--- config.mk ---
export PLATFORM = sky130hd
export DESIGN_NAME = cpu_ctrl_flat
export DESIGN_NICKNAME = d
export VERILOG_FILES = /design/src/rtl/cpu_ctrl_if.sv /design/src/rtl/cpu_ctrl.sv /design/src/flat_wrapper.sv
export SDC_FILE = /design/constraint.sdc
export NUM_CORES = 1
export LEC_CHECK = 0
export ABC_CLOCK_PERIOD_IN_PS = 2900
export CELL_PAD_IN_SITES_DETAIL_PLACEMENT = 0
export CELL_PAD_IN_SITES_GLOBAL_PLACEMENT = 1
export CORE_UTILIZATION = 36
export CTS_CLUSTER_SIZE = 10
export DETAILED_ROUTE_END_ITERATION = 7
export HOLD_SLACK_MARGIN = 0.15
export PLACE_DENSITY_LB_ADDON = 0.05
export SLEW_MARGIN = 5
export SYNTH_ARGS = -nofsm -noshare
export SYNTH_HDL_FRONTEND = slang
export SYNTH_SLANG_ARGS = --single-unit
--- constraint.sdc ---
create_clock -name clk -period 2.9 [get_ports clk]
set_input_delay 0.29 -clock clk [delete_from_list [all_inputs] [get_ports clk]]
set_output_delay 0.29 -clock clk [all_outputs]
set_load 0.005 [all_outputs]
--- src/rtl/cpu_ctrl_if.sv ---
// Memory-side bus of the cpu_ctrl sequencer: the read/write strobes, the address source
// select, and the completion flag that memory returns.
interface cpu_ctrl_if;
  // Handshake: the controller holds mem_rd or mem_we (with addr_sel) steady until memory
  // raises mem_rdy. A transfer completes on the rising edge where a strobe and mem_rdy
  // are both high. mem_rdy is ignored when no strobe is asserted.
  logic mem_rd;
  logic mem_we;
  logic addr_sel;
  logic mem_rdy;

  modport master (output mem_rd, output mem_we, output addr_sel, input mem_rdy);
  modport slave  (input mem_rd, input mem_we, input addr_sel, output mem_rdy);
endinterface

--- src/rtl/cpu_ctrl.sv ---
// Multi-cycle CPU control sequencer: fetch/decode/execute/memory/writeback with a bounded
// memory wait and terminal HALT/ERROR states.
module cpu_ctrl #(
    parameter int FETCH_TIMEOUT = 15
) (
    input  logic        clk,
    input  logic        rst_n,
    input  logic [15:0] ins_in,
    input  logic        z_in,
    input  logic        n_in,
    cpu_ctrl_if.master  mem,
    output logic        il_out,
    output logic        pc_inc,
    output logic        pc_load,
    output logic        rf_we,
    output logic [1:0]  wb_sel,
    output logic [2:0]  alu_op,
    output logic [2:0]  state_out,
    output logic        halted_out,
    output logic        err_out,
    output logic [15:0] instr_cnt
);

    typedef enum logic [2:0] {
        S_FETCH  = 3'd0,
        S_DECODE = 3'd1,
        S_EXEC   = 3'd2,
        S_MEM    = 3'd3,
        S_WB     = 3'd4,
        S_HALT   = 3'd5,
        S_ERROR  = 3'd6
    } state_t;

    // The last tolerated wait cycle is the one where the counter already holds TIMEOUT-1.
    localparam logic [7:0] WAIT_LIMIT = 8'(FETCH_TIMEOUT - 1);

    state_t      state_q, state_d;
    logic [7:0]  wait_q, wait_d;
    logic [15:0] cnt_q;
    logic [3:0]  opcode;

    logic il_c, pc_inc_c, pc_load_c, mem_rd_c, mem_we_c, addr_sel_c, rf_we_c;
    logic halted_c, err_c;
    logic [1:0] wb_sel_c;
    logic [2:0] alu_op_c;

    assign opcode = ins_in[15:12];

    always_ff @(posedge clk or negedge rst_n) begin
        if (!rst_n) begin
            state_q <= S_FETCH;
            wait_q  <= 8'd0;
            cnt_q   <= 16'd0;
        end else begin
            state_q <= state_d;
            wait_q  <= wait_d;
            if (state_q == S_DECODE) cnt_q <= cnt_q + 16'd1;
        end
    end

    always_comb begin
        state_d    = state_q;
        wait_d     = 8'd0;
        il_c       = 1'b0;
        pc_inc_c   = 1'b0;
        pc_load_c  = 1'b0;
        mem_rd_c   = 1'b0;
        mem_we_c   = 1'b0;
        addr_sel_c = 1'b0;
        rf_we_c    = 1'b0;
        wb_sel_c   = 2'd0;
        alu_op_c   = 3'd0;
        halted_c   = 1'b0;
        err_c      = 1'b0;
        case (state_q)
            S_FETCH: begin
                mem_rd_c = 1'b1;
                if (mem.mem_rdy) begin
                    il_c     = 1'b1;
                    pc_inc_c = 1'b1;
                    state_d  = S_DECODE;
                end else if (wait_q == WAIT_LIMIT) begin
                    state_d = S_ERROR;
                end else begin
                    wait_d = wait_q + 8'd1;
                end
            end
            S_DECODE: begin
                case (opcode)
                    4'h0:    state_d = S_FETCH;
                    4'h9,
                    4'hA:    state_d = S_MEM;
                    4'hE:    state_d = S_ERROR;
                    4'hF:    state_d = S_HALT;
                    default: state_d = S_EXEC;
                endcase
            end
            S_EXEC: begin
                state_d = S_FETCH;
                case (opcode)
                    4'h1, 4'h2, 4'h3, 4'h4, 4'h5, 4'h6, 4'h7: begin
                        rf_we_c  = 1'b1;
                        alu_op_c = opcode[2:0];
                    end
                    4'h8: begin
                        rf_we_c  = 1'b1;
                        wb_sel_c = 2'd1;
                    end
                    4'hB:    pc_load_c = z_in;
                    4'hC:    pc_load_c = n_in;
                    4'hD:    pc_load_c = 1'b1;
                    default: pc_load_c = 1'b0;
                endcase
            end
            S_MEM: begin
                addr_sel_c = 1'b1;
                mem_rd_c   = (opcode == 4'h9);
                mem_we_c   = (opcode != 4'h9);
                if (mem.mem_rdy) begin
                    state_d = (opcode == 4'h9) ? S_WB : S_FETCH;
                end else if (wait_q == WAIT_LIMIT) begin
                    state_d = S_ERROR;
                end else begin
                    wait_d = wait_q + 8'd1;
                end
            end
            S_WB: begin
                rf_we_c  = 1'b1;
                wb_sel_c = 2'd2;
                state_d  = S_FETCH;
            end
            S_HALT:  halted_c = 1'b1;
            S_ERROR: err_c = 1'b1;
            default: state_d = S_ERROR;
        endcase
    end

    // Every output is forced low while reset is held, independent of the clock.
    assign il_out       = rst_n & il_c;
    assign pc_inc       = rst_n & pc_inc_c;
    assign pc_load      = rst_n & pc_load_c;
    assign mem.mem_rd   = rst_n & mem_rd_c;
    assign mem.mem_we   = rst_n & mem_we_c;
    assign mem.addr_sel = rst_n & addr_sel_c;
    assign rf_we        = rst_n & rf_we_c;
    assign wb_sel       = rst_n ? wb_sel_c : 2'd0;
    assign alu_op       = rst_n ? alu_op_c : 3'd0;
    assign state_out    = rst_n ? state_q : 3'd0;
    assign halted_out   = rst_n & halted_c;
    assign err_out      = rst_n & err_c;
    assign instr_cnt    = rst_n ? cnt_q : 16'd0;

endmodule
--- src/flat_wrapper.sv ---
// flat-port wrapper written by rule: the top's interface ports become plain ports
module cpu_ctrl_flat 
#(
    parameter int FETCH_TIMEOUT = 15
)
  (clk, rst_n, ins_in, z_in, n_in, il_out, pc_inc, pc_load, rf_we, wb_sel, alu_op, state_out, halted_out, err_out, instr_cnt, mem_mem_rd, mem_mem_we, mem_addr_sel, mem_mem_rdy);
  cpu_ctrl_if mem_i ();
  input  logic clk;
  input  logic rst_n;
  input  logic [15:0] ins_in;
  input  logic z_in;
  input  logic n_in;
  output logic il_out;
  output logic pc_inc;
  output logic pc_load;
  output logic rf_we;
  output logic [1:0] wb_sel;
  output logic [2:0] alu_op;
  output logic [2:0] state_out;
  output logic halted_out;
  output logic err_out;
  output logic [15:0] instr_cnt;
  output wire logic [$bits(mem_i.mem_rd)-1:0] mem_mem_rd;
  output wire logic [$bits(mem_i.mem_we)-1:0] mem_mem_we;
  output wire logic [$bits(mem_i.addr_sel)-1:0] mem_addr_sel;
  input wire logic [$bits(mem_i.mem_rdy)-1:0] mem_mem_rdy;
  assign mem_mem_rd = mem_i.mem_rd;
  assign mem_mem_we = mem_i.mem_we;
  assign mem_addr_sel = mem_i.addr_sel;
  assign mem_i.mem_rdy = mem_mem_rdy;
  cpu_ctrl #(.FETCH_TIMEOUT(FETCH_TIMEOUT)) u_core (.clk(clk), .rst_n(rst_n), .ins_in(ins_in), .z_in(z_in), .n_in(n_in), .mem(mem_i), .il_out(il_out), .pc_inc(pc_inc), .pc_load(pc_load), .rf_we(rf_we), .wb_sel(wb_sel), .alu_op(alu_op), .state_out(state_out), .halted_out(halted_out), .err_out(err_out), .instr_cnt(instr_cnt));
endmodule
Yosys cells after proc, flatten, opt, wreduce, memory -nomap -nowiden:

Cells that the tools add are included.

* reduce and logical (&&, ||, !) cells: 8
* $add $sub $neg: 2
* equal/unequal tests: 23
* multiplexer cells: 28
* bitwise logic cells: 8

Operators by type and width (number)
* $eq 4x4->1 const B: 8
* $mux 3: 8
* $mux 8: 3
* $add 16x1->16 const B: 1
* $eq 4x3->1 const B: 4
* $mux 16: 1
* $pmux 3 s5: 1
* $pmux 3 s4: 1
* $eq 3x3->1 const B: 3
* $mux 1: 9
* $add 8x1->8 const B: 1
* $and 1x1->1: 8
* $eq 4x2->1 const B: 2
* $eq 8x4->1 const B: 1
* $reduce_or 2->1: 4
* $reduce_or 8->1: 1
* $reduce_or 7->1: 1
* $eq 3x2->1 const B: 2
* $eq 4x1->1 const B: 1
* $logic_not 4->1: 1
* $ne 4x4->1 const B: 1
* $pmux 1 s2: 2
* $pmux 2 s2: 1
* $eq 3x1->1 const B: 1
* 3 further kinds: 3

* output and inout bits: 33
* flip-flop bits (word level): 27
* word-level logic and storage cells: 72

Depth between registers and ports, before layout:

* depth after elaboration: 5
* mapped depth: 6

Least setup slack after synthesis:

Ideal clock, no wire load.

* path type: flip-flop to flip-flop
* start: register u_core.state_q[2]
* end: register u_core.cnt_q[13]
* library setup time: 0.123 ns
* stages on the path, launching flop included: 6
* data arrival time: 1.385 ns
* slack: 1.392 ns
* data required time: 2.777 ns
* cells stage by stage: dfrtp_1 > buf_6 > nand4bb_4 > nor4_4 > nand4_1 > xnor2_1

* cells in the longest elaborated chain, start to end: 1

RTL lines
* start, declared: line cpu_ctrl.sv:37 `state_t state_q, state_d;`
* start signal, assigned: line cpu_ctrl.sv:55 `state_q <= state_d;`
* $eq 3x1->1: line cpu_ctrl.sv:57 `if (state_q == S_DECODE) cnt_q <= cnt_q + 16'd1;`
* end signal, assigned: line cpu_ctrl.sv:57
* end, declared: line cpu_ctrl.sv:39 `logic [15:0] cnt_q;`

No other way between the ends.
A chain may end at the register's enable or synchronous reset.

Worst setup path in the final report:

* start: input port rst_n
* end: output port pc_load

* cells in the longest elaborated chain, start to end: 1

RTL lines
* start, declared: line flat_wrapper.sv:9 `input logic rst_n;`
* $and 1x1->1: line cpu_ctrl.sv:141 `assign pc_load = rst_n & pc_load_c;`
* end, declared: line flat_wrapper.sv:15 `output logic pc_load;`

No other way between the ends.

==> summary.json <==
{
  "routing": {
    "dr.first_iter.drc_count": 41,
    "finalWirelength_um": 3230,
    "route.detailed.wl_per_inst_um": 12.0,
    "postRouteAntennaNets": 0,
    "route.detailed.drc": 0,
    "avgViaCountPerCell": 4.84,
    "detail_route.first_pass.iterations": 4,
    "vias": 1306
  },
  "power": {
    "power.share.clock": 0.177,
    "post-layout-total-power_mw": 1.19,
    "power.leakage_nw": 0.908,
    "switching_share": 0.351,
    "vdd_drop_max_uv": 235,
    "power.internal_mw": 0.773,
    "power_frac_seq": 0.463,
    "cellPowerDensity_nw_per_um2": 559,
    "p_sw_mw": 0.417,
    "p_comb_frac": 0.361
  },
  "worst_setup_path": {
    "cell_chain_critical_path": "clkdlybuf4s50_1, nand2b_1, nor2_1, nand2_1, a21oi_1, clkdlybuf4s50_1",
    "critical_path.startpoint_type": "primary input",
    "critical_path.max_fanout": 7,
    "worst-r2r-setup-slack_ns": 1.21,
    "max_incr_delay_on_cp_ns": 0.65,
    "crit_arrival_ns": 2.14,
    "r2r_cells": 4,
    "timing.rr.end": "u_core.cnt_q[13]$_DFFE_PN0P_",
    "timing.critical_path.to_type": "output pin",
    "path_depth": 6,
    "cpLargestDelayFamily": "buffers and inverters",
    "worstPathRequired_ns": 2.61,
    "rr_startpoint": "u_core.state_q[1]$_DFFE_PN0N_",
    "worst_path_max_delay_cell": "sky130_fd_sc_hd__clkdlybuf4s50_1",
    "most_frequent_cell_on_the_critical_path": "sky130_fd_sc_hd__clkdlybuf4s50_1",
    "critical_path_buf_inv_count": 2,
    "setup.worst_path.class": "primary input to output pin"
  },
  "finish": {
    "final_cell_mix": "sky130_fd_sc_hd__clkdlybuf4s50_1 (41), sky130_fd_sc_hd__dfrtp_1 (27), sky130_fd_sc_hd__and2_1 (24), sky130_fd_sc_hd__nor2_1 (23), sky130_fd_sc_hd__nand2_1 (18)",
    "num-fill-cells": 411,
    "syn2layout_area_growth_pct": 29.7,
    "final_net_count": 243,
    "layout-drive-gt1-share": 0.0505,
    "antenna-diode-count": 0,
    "layout.cells.most_common": "sky130_fd_sc_hd__clkdlybuf4s50_1"
  },
  "clocking": {
    "clock-root-buffer": "sky130_fd_sc_hd__clkbuf_8",
    "post_cts_resized": 0,
    "tritoncts_clock_tree": "done",
    "post_cts.repair.setup_buffers": 0,
    "cts_inserted_buffers": 3,
    "h_tree_depth": 1,
    "numClockSinks": 27,
    "cts.hold.buffers_added": 0,
    "clk_pin_slew_worst_paths_ns": 0.10,
    "worstSkewPairLatency_ns": 0.27,
    "ctsLongestPathBuffers": 2
  },
  "logic_synthesis": {
    "syn-cell-area_um2": 1640,
    "post_synth_num_cell_types": 38,
    "seq_area_frac_synth": 0.412,
    "ys_seq_elements": 27,
    "number_of_warnings_issued_by_yosys": 0,
    "syn-instance-count": 181,
    "mean_post_synth_cell_area_um2": 9.06,
    "synthArstFlopShare": 1.00,
    "synth_fp_nets": 205,
    "synth_edf_count": 0,
    "synthFlopType": "sky130_fd_sc_hd__dfrtp_1"
  },
  "floorplan": {
    "core_area_um2": 4350,
    "io_pins": 54,
    "die_width_um": 69.5,
    "design.die.area_um2": 4830,
    "die_y_um": 69.5,
    "placementRows": 24,
    "initial_core_util": 0.377
  },
  "grt": {
    "first_global_vias": 1349,
    "first_pass_grt_wire_length_um": 6040,
    "initial_antenna_violation_count": 0,
    "grt_remaining_overflow": 0,
    "grt_max_degree": 42,
    "groute.usage.overall": 0.153
  },
  "placed_design": {
    "dpl_worst_slack_ns": 0.453,
    "place_congestion": 0.700,
    "hpwlAfterDp_um": 2520,
    "io_buffer_count": 41
  },
  "timing": {
    "rsz0062_at_grt": "no",
    "fin_crit_sh": 0.838,
    "setup_ws_ns": 0.471,
    "clock-skew-final_ns": 0.0112,
    "setup_viol": 0,
    "hold_viol_final": 0,
    "worst_slew_margin_rel": 0.725,
    "finalMaxSlewViolations": 0,
    "fmax_mhz": 412,
    "fin_crit_ns": 2.43,
    "setup_tns_ns": 0,
    "worstMarginPinSlew_ns": 0.411
  },
  "min_path": {
    "min_path_type": "primary input to asynchronous set/reset pin"
  },
  "outcome": {
    "run_status": "finished clean"
  },
  "run": {
    "maxCapViolCount": 0
  }
}
==> power groups by stage <==
stage / clock network, mW / registers [mW] / logic, mW
6_report: 0.210 / 0.551 / 0.430
3_5_place_dp: 0 / 0.561 / 0.435
5_1_grt: 0.245 / 0.567 / 0.493
3_3_place_gp: 0 / 0.554 / 0.428
2_1_floorplan: 0 / 0.499 / 0.327
4_1_cts: 0.228 / 0.552 / 0.438
==> cells by family (layout without fill, tap and decap cells) <==
| logic type | count (synthesis) | in the layout | synth area share |
|---|---|---|---|
| flops | 27 | 27 | 0.412 |
| fa+ha+maj | 3 | 3 | 0.0229 |
| simple gates | 99 | 99 | 0.336 |
| buf+inv | 13 | 50 | 0.0381 |
| mux | 1 | 1 | 0.00686 |
| xor+xnor | 24 | 24 | 0.128 |
| compound gates | 14 | 14 | 0.0565 |
==> per-stage QoR <==
stage                     std cells  utilization  cell area [um2]  hold WS [ns]
final                           270        0.489             2130         0.262
after CTS                       270        0.489             2130         0.253
after detailed placement        266        0.478             2080         0.457
after global placement          266        0.478             2080         0.458
after floorplan                 181            -             1640      -0.00559
after global routing            270        0.489             2130         0.260
==> worst max-delay path by stage <==
stage	startpoint	slack (ns)	endpoint
2_1_floorplan	u_core.state_q[2]$_DFFE_PN0N_	1.39	u_core.cnt_q[13]$_DFFE_PN0P_
3_3_place_gp	rst_n	0.48	alu_op[1]
3_5_place_dp	rst_n	0.45	pc_load
4_1_cts	rst_n	0.45	pc_load
5_1_grt	rst_n	0.24	pc_load
6_report	rst_n	0.47	pc_load
==> metal layers <==
metal / part of all wire / global-route usage / vias to the layer above
li1: - / - / 672
met1: 0.45 / 0.188 / 603
met2: 0.51 / 0.275 / 29
met3: 0.034 / 0.0247 / 2
met4: 0.0059 / 0.0408 / 0
met5: 0 / 0 / -
==> synth_stat cells (all sizes together) (4+ instances only) <==
| master | instances | share of area |
|---|---|---|
| dfrtp | 27 | 0.41 |
| and2 | 24 | 0.092 |
| nor2 | 23 | 0.053 |
| nand2 | 18 | 0.041 |
| xnor2 | 12 | 0.064 |
| xor2 | 12 | 0.064 |
| nand3 | 8 | 0.024 |
| clkbuf | 6 | 0.014 |
| buf | 4 | 0.018 |
| nand4 | 4 | 0.015 |
| nor3 | 4 | 0.012 |
| o21ai | 4 | 0.012 |
==> sequential cells by signal (all words and copies together) (netlist names) <==
register / cells
u_core.state_q: 3
u_core.cnt_q: 16
u_core.wait_q: 8
==> final cells by class <==
| cell class | instances | area, um2 | area share |
|---|---|---|---|
| Sequential cell | 27 | 676 | 0.317 |
| Timing Repair Buffer | 43 | 425 | 0.200 |
| Clock buffer | 3 | 41.3 | 0.0194 |
| Clock inverter | 1 | 7.51 | 0.00353 |
| Inverter | 3 | 11.3 | 0.00529 |
| Tap cell | 52 | 65.1 | 0.0306 |
| Multi-Input combinational cell | 141 | 902 | 0.424 |
No activity file was read; power rests on OpenSTA's default activity.
